**src/rtl/stack_node_param.sv**
```systemverilog
// stack_node_param: grid storage node. It buffers up to DEPTH words in
// LIFO or FIFO order, with round-robin push arbitration and a rotating
// output offer.
//
// Ports:
//   clk, rst      rising-edge clock; async active-high reset
//   mode          0=LIFO, 1=FIFO; latched only while empty
//   rready/din    per-channel input request and packed input words
//   wready        per-channel consumer accept of the offered word
//   read          registered one-cycle capture acknowledge
//   write         registered one-hot output offer
//   out           registered head word
//   depth/full/empty  registered occupancy status
module stack_node_param #(
    parameter int WIDTH  = 11,
    parameter int DEPTH  = 15,
    parameter int NPORTS = 4
) (
    input  logic                       clk,
    input  logic                       rst,
    input  logic                       mode,
    input  logic [NPORTS-1:0]          rready,
    input  logic [NPORTS*WIDTH-1:0]    din,
    input  logic [NPORTS-1:0]          wready,
    output logic [NPORTS-1:0]          read,
    output logic [NPORTS-1:0]          write,
    output logic signed [WIDTH-1:0]    out,
    output logic [$clog2(DEPTH+1)-1:0] depth,
    output logic                       full,
    output logic                       empty
);

    localparam int CW = $clog2(DEPTH + 1);
    localparam int PW = $clog2(DEPTH);
    localparam int QW = (NPORTS > 1) ? $clog2(NPORTS) : 1;
    localparam logic [CW-1:0] CNT_MAX = CW'(DEPTH);
    localparam logic [CW-1:0] CNT_ONE = CW'(1);

    typedef logic [WIDTH-1:0] word_t;

    word_t             mem_q [DEPTH];
    logic [PW-1:0]     base_q, base_d;
    logic [CW-1:0]     cnt_q, cnt_d;
    logic              fifo_q;
    logic [QW-1:0]     rr_q, rr_d;
    logic [QW-1:0]     offp_q, offp_d;
    logic [NPORTS-1:0] read_q, read_d;
    logic [NPORTS-1:0] write_q, write_d;
    word_t             out_q, out_d;
    logic              full_q, empty_q;

    word_t             din_a [NPORTS];
    logic              gnt_ok;
    logic [QW-1:0]     gnt_idx;
    logic              push, pop;
    word_t             push_w;
    logic [PW-1:0]     wr_idx;
    logic [PW-1:0]     tail_idx, top_idx, below_idx, next_idx;

    // Storage is a ring: base_q is the FIFO head or the LIFO bottom,
    // and entries occupy base_q .. base_q+cnt_q-1 modulo DEPTH.
    function automatic logic [PW-1:0] slot(input logic [PW-1:0] b,
                                           input int off);
        int s;
        s = int'(b) + off;
        if (s >= DEPTH) s = s - DEPTH;
        else if (s < 0) s = s + DEPTH;
        return PW'(s);
    endfunction

    function automatic logic [QW-1:0] pwrap(input int v);
        return QW'((v >= NPORTS) ? v - NPORTS : v);
    endfunction

    always_comb begin
        for (int j = 0; j < NPORTS; j++) begin
            din_a[j] = din[j*WIDTH +: WIDTH];
        end
    end

    // Round-robin search from rr_q; a channel whose read is high is
    // skipped so a source that is still dropping rready is not
    // captured twice.
    always_comb begin
        gnt_ok  = 1'b0;
        gnt_idx = '0;
        for (int k = 0; k < NPORTS; k++) begin
            if (!gnt_ok
                && rready[pwrap(int'(rr_q) + k)]
                && !read_q[pwrap(int'(rr_q) + k)]) begin
                gnt_ok  = 1'b1;
                gnt_idx = pwrap(int'(rr_q) + k);
            end
        end
    end

    // A full node refuses pushes even when a pop happens this cycle.
    assign push   = gnt_ok & ~full_q;
    assign pop    = |(write_q & wready);
    assign push_w = din_a[gnt_idx];

    assign tail_idx  = slot(base_q, int'(cnt_q));
    assign top_idx   = slot(base_q, int'(cnt_q) - 1);
    assign below_idx = slot(base_q, int'(cnt_q) - 2);
    assign next_idx  = slot(base_q, 1);

    always_comb begin
        cnt_d  = cnt_q + CW'(push) - CW'(pop);
        base_d = base_q;
        wr_idx = tail_idx;
        out_d  = out_q;
        rr_d   = rr_q;
        read_d = '0;
        if (push) begin
            rr_d   = pwrap(int'(gnt_idx) + 1);
            read_d = NPORTS'(1) << gnt_idx;
        end
        if (fifo_q) begin
            if (pop) base_d = next_idx;
            if (pop) begin
                if (cnt_q == CNT_ONE) begin
                    if (push) out_d = push_w;
                end else begin
                    out_d = mem_q[next_idx];
                end
            end else if (push && cnt_q == '0) begin
                out_d = push_w;
            end
        end else begin
            // LIFO push+pop overwrites the popped top slot.
            if (pop) wr_idx = top_idx;
            if (push) out_d = push_w;
            else if (pop && cnt_q > CNT_ONE) out_d = mem_q[below_idx];
        end
    end

    // Offer: rotate while unaccepted; after a transfer write drops for
    // one cycle and the next offer goes to the following channel.
    always_comb begin
        write_d = '0;
        offp_d  = offp_q;
        if (pop) begin
            offp_d = pwrap(int'(offp_q) + 1);
        end else if (|write_q) begin
            offp_d  = pwrap(int'(offp_q) + 1);
            write_d = NPORTS'(1) << pwrap(int'(offp_q) + 1);
        end else if (cnt_q != '0) begin
            write_d = NPORTS'(1) << offp_q;
        end
    end

    always_ff @(posedge clk) begin
        if (push) mem_q[wr_idx] <= push_w;
    end

    always_ff @(posedge clk or posedge rst) begin
        if (rst) begin
            base_q  <= '0;
            cnt_q   <= '0;
            fifo_q  <= 1'b0;
            rr_q    <= '0;
            offp_q  <= '0;
            read_q  <= '0;
            write_q <= '0;
            out_q   <= '0;
            full_q  <= 1'b0;
            empty_q <= 1'b1;
        end else begin
            base_q  <= base_d;
            cnt_q   <= cnt_d;
            if (cnt_q == '0) fifo_q <= mode;
            rr_q    <= rr_d;
            offp_q  <= offp_d;
            read_q  <= read_d;
            write_q <= write_d;
            out_q   <= out_d;
            full_q  <= (cnt_d == CNT_MAX);
            empty_q <= (cnt_d == '0);
        end
    end

    assign read  = read_q;
    assign write = write_q;
    assign out   = out_q;
    assign depth = cnt_q;
    assign full  = full_q;
    assign empty = empty_q;

endmodule

```
**config.mk**
```make
export PLATFORM = sky130hd
export DESIGN_NAME = stack_node_param
export DESIGN_NICKNAME = d
export VERILOG_FILES = /design/src/rtl/stack_node_param.sv
export SDC_FILE = /design/constraint.sdc
export NUM_CORES = 1
export LEC_CHECK = 0
export BUFFER_PORTS_ARGS = -buffer_cell sky130_fd_sc_hd__buf_2
export CAP_MARGIN = 0
export CELL_PAD_IN_SITES_DETAIL_PLACEMENT = 0
export CELL_PAD_IN_SITES_GLOBAL_PLACEMENT = 1
export CORE_UTILIZATION = 46
export DETAILED_ROUTE_END_ITERATION = 10
export GPL_TIMING_DRIVEN = 0
export HOLD_SLACK_MARGIN = 0.02
export PLACE_DENSITY = 0.85
export SETUP_SLACK_MARGIN = 0.5
export SKIP_CTS_REPAIR_TIMING = 1
export SLEW_MARGIN = 20
export SYNTH_ARGS = -nofsm -noshare
export SYNTH_HDL_FRONTEND = slang
export SYNTH_SLANG_ARGS = --single-unit
```
**constraint.sdc**
```tcl
create_clock -name clk -period 4.67 [get_ports clk]
set_input_delay 0.2335 -clock clk [delete_from_list [all_inputs] [get_ports clk]]
set_output_delay 0.2335 -clock clk [all_outputs]
set_load 0.01 [all_outputs]
```
==> metrics.txt <==
Crit-path slowest cell=or3b_4; Ant. Diodes=0; synthesized area per cell=10.1 um2; Crit Reg-Reg Startpoint=depth[1]$_DFF_PP0_; die span in y=between 150 and 200 um; syn_nets=about 1,400; Worst Clk Skew=0.0118 ns; Top FF cell, synth=edfxtp_1; Synth top cells by count=nand2_1 (179), edfxtp_1 (165), mux2i_1 (69); largest net degree at the start of global routing=25; Routed Antenna Nets=0; Reg2Reg Depth=17; antenna violations before repair=1; dpl cell area=~14,000 um2; Crit path max-delay family=simple AND/OR/NAND/NOR gates; mux contribution to synthesized area=0.0782; Worst R2R Setup Slack=0.43 ns; CTS tree=built; Final setup viols=0; XOR/XNOR Fraction of Synth Area=0.0144; fin nets=roughly 1,500; H-tree levels=4; critical path startpoint=depth[1]$_DFF_PP0_; Startpoint Class=register; WP depth=17; Row Count=60; port bufs=between 70 and 80; CP max FO=10; Fin Hold WS=0.0308 ns; CP endpoint=out[4]$_DFFE_PP0P_; clk sinks=199; CTS Buf Count=17; Die ar.=~28,000 um2; largest area contributor in the netlist=edfxtp_1; cell area after synthesis=approximately 13,000 um2; post-synthesis simple-gate area fraction=0.165; Crit path largest cell delay=~0.45 ns; critical path endpoint category=register; drt initial violations=1,796; count leader, synth=nand2_1; first-pass GRT wire length=about 67,000 um; minimum clock period=roughly 4.2 ns; DR pass1 iterations=7; Die W=168 um; gpl congestion=a little over 1; crit-path cells=clkinvlp_4 > buf_4 > ha_4 > ha_1 > inv_1 > ha_2 > or3b_4 > or3_4 > o311ai_4 > buf_4 > a221oi_4 > a31o_4 > buf_6 > nor2_4 > a22oi_1 > o2111a_1 > or3_4; final WL=roughly 47,000 um; adder and majority cell fraction of the synthesized area=0.0435; complex-gate fraction of the synthesized area=0.199; maximum capacitance violations=0; Mapped Cells=around 1,300; Worst Max-Slew Pin Slew=1.05 ns; total gr overflow=0; post-synthesis sequential area ratio=0.457; IO Pins=80; DR vias/cell=about 7; Crit Path Class=reg2reg; CTS Root Cell=clkbuf_16; Synth area leaders=edfxtp_1 (39%), dfrtp_1 (6.5%), mux2i_1 (5.4%); main combinational cell family by area after synthesis=compound AO/OA/AOI/OAI gates; total track usage=0.324; relative slew slack=0.280; routed via count=about 12,000; FFs w/ async S/R, synth=0.171; dpl hpwl=roughly 34,000 um; DR DRC count=0; core area=around 27,000 um2; Worst-Skew Late Latency=0.45 ns; Yosys cell types=94; final instance area=15,400 um2; RSZ-0062 raised after global routing=true; number of synthesized register bits=199; CP bufs+invs=5; number of enable flip-flop cells after synthesis=~170; share of cells above drive strength 1=0.250; status=finished, final reports clean; Initial Util=0.470; Max clock buf depth=2; Fmax=between 0.2 and 0.25 GHz; clk slew on worst S/H paths=around 0.08 ns; vias in the first global route=10,700; Final Max Tran Viols=0; post-synth top area share=0.390; Hold Fails Final Rpt=0; CP arrival=4.55 ns; routed len/inst=26.8 um; HP Class=in2reg; final period utilization=0.907; Synth Warn #=0; r2r endpoint=out[4]$_DFFE_PP0P_; Syn-to-layout area delta=21.5%; Worst Path Required=approximately 5.0 ns
[worst register-to-register path: stages (launching register included)]
cell,delay [ns]
dfrtp_2,0.44
clkinvlp_4,0.18
buf_4,0.19
ha_4,0.16
ha_1,0.28
inv_1,0.05
ha_2,0.20
or3b_4,0.45
or3_4,0.37
o311ai_4,0.36
buf_4,0.19
a221oi_4,0.07
a31o_4,0.28
buf_6,0.16
nor2_4,0.11
a22oi_1,0.11
o2111a_1,0.16
or3_4,0.34
[cell families after synthesis]
kind of cell | after synthesis
xor gates and xnor gates | 20
AOI/OAI and AO/OA | 344
adders and majority gates | 42
muxes | 91
buffers and inverters | 124
and+or+nand+nor | 437
DFF | 199
[stage by stage]
step | setup TNS (ns) | util | instances | worst slack, ns
floorplan | 0 | - | 1257 | 0.590
global placement | -80.36 | 0.501 | 1677 | -0.745
detailed placement | -9.37 | 0.510 | 1692 | -0.540
CTS | -10.70 | 0.533 | 1724 | -0.584
global route | 0 | 0.571 | 1771 | 0.258
finish | 0 | 0.571 | 1771 | 0.433
[cell usage in the layout, fill, tap and decap left out, types with 43 or more instances in the layout]
master / netlist / final
buf_4: 9 / 48
nor2_1: 62 / 43
edfxtp_1: 165 / 165
inv_1: 51 / 48
a21oi_1: 59 / 47
buf_2: 21 / 96
mux2i_1: 69 / 63
o21ai_0: 45 / 43
nand2_1: 179 / 176
nand3_1: 46 / 45
[per-layer routing]
| metal | GRT usage | share of wire | vias up |
|---|---|---|---|
| met5 | 0 | 0 | - |
| li1 | - | - | 5170 |
| met4 | 0.175 | 0.061 | 0 |
| met2 | 0.491 | 0.44 | 966 |
| met3 | 0.0757 | 0.13 | 207 |
| met1 | 0.430 | 0.37 | 5726 |
[cell type report]
cell class                 count  area, um2
fill                        2300      11600
clock inverter                14        171
buffer                        72        468
tap                          341        427
timing repair buffer         141       1000
sequential                   199       5810
multi-input combinational    934       6930
clock buffer                  18        429
inverter                      52        203
[state kept, by name, indices dropped and copies added, names as in the netlist]
name and count:
write 4, base_q 4, read 4, out 11, depth 4, full 1
empty 1, fifo_q 1, mem_q 165, rr_q 2, offp_q 2
[worst min-delay path by stage]
stage | from | endpoint | depth (start not counted)
detailed placement | rst | read[2]$_DFF_PP0_ | 2
floorplan | rst | base_q[0]$_DFFE_PP0P_ | 1
global route | mode | fifo_q$_DFFE_PP0P_ | 2
global placement | mode | fifo_q$_DFFE_PP0P_ | 2
finish | mode | fifo_q$_DFFE_PP0P_ | 2
CTS | rst | read[2]$_DFF_PP0_ | 2
Power is left out: the tool's default activity adds up to more than one toggle a clock period on the data nets, which glitch-free logic cannot reach.
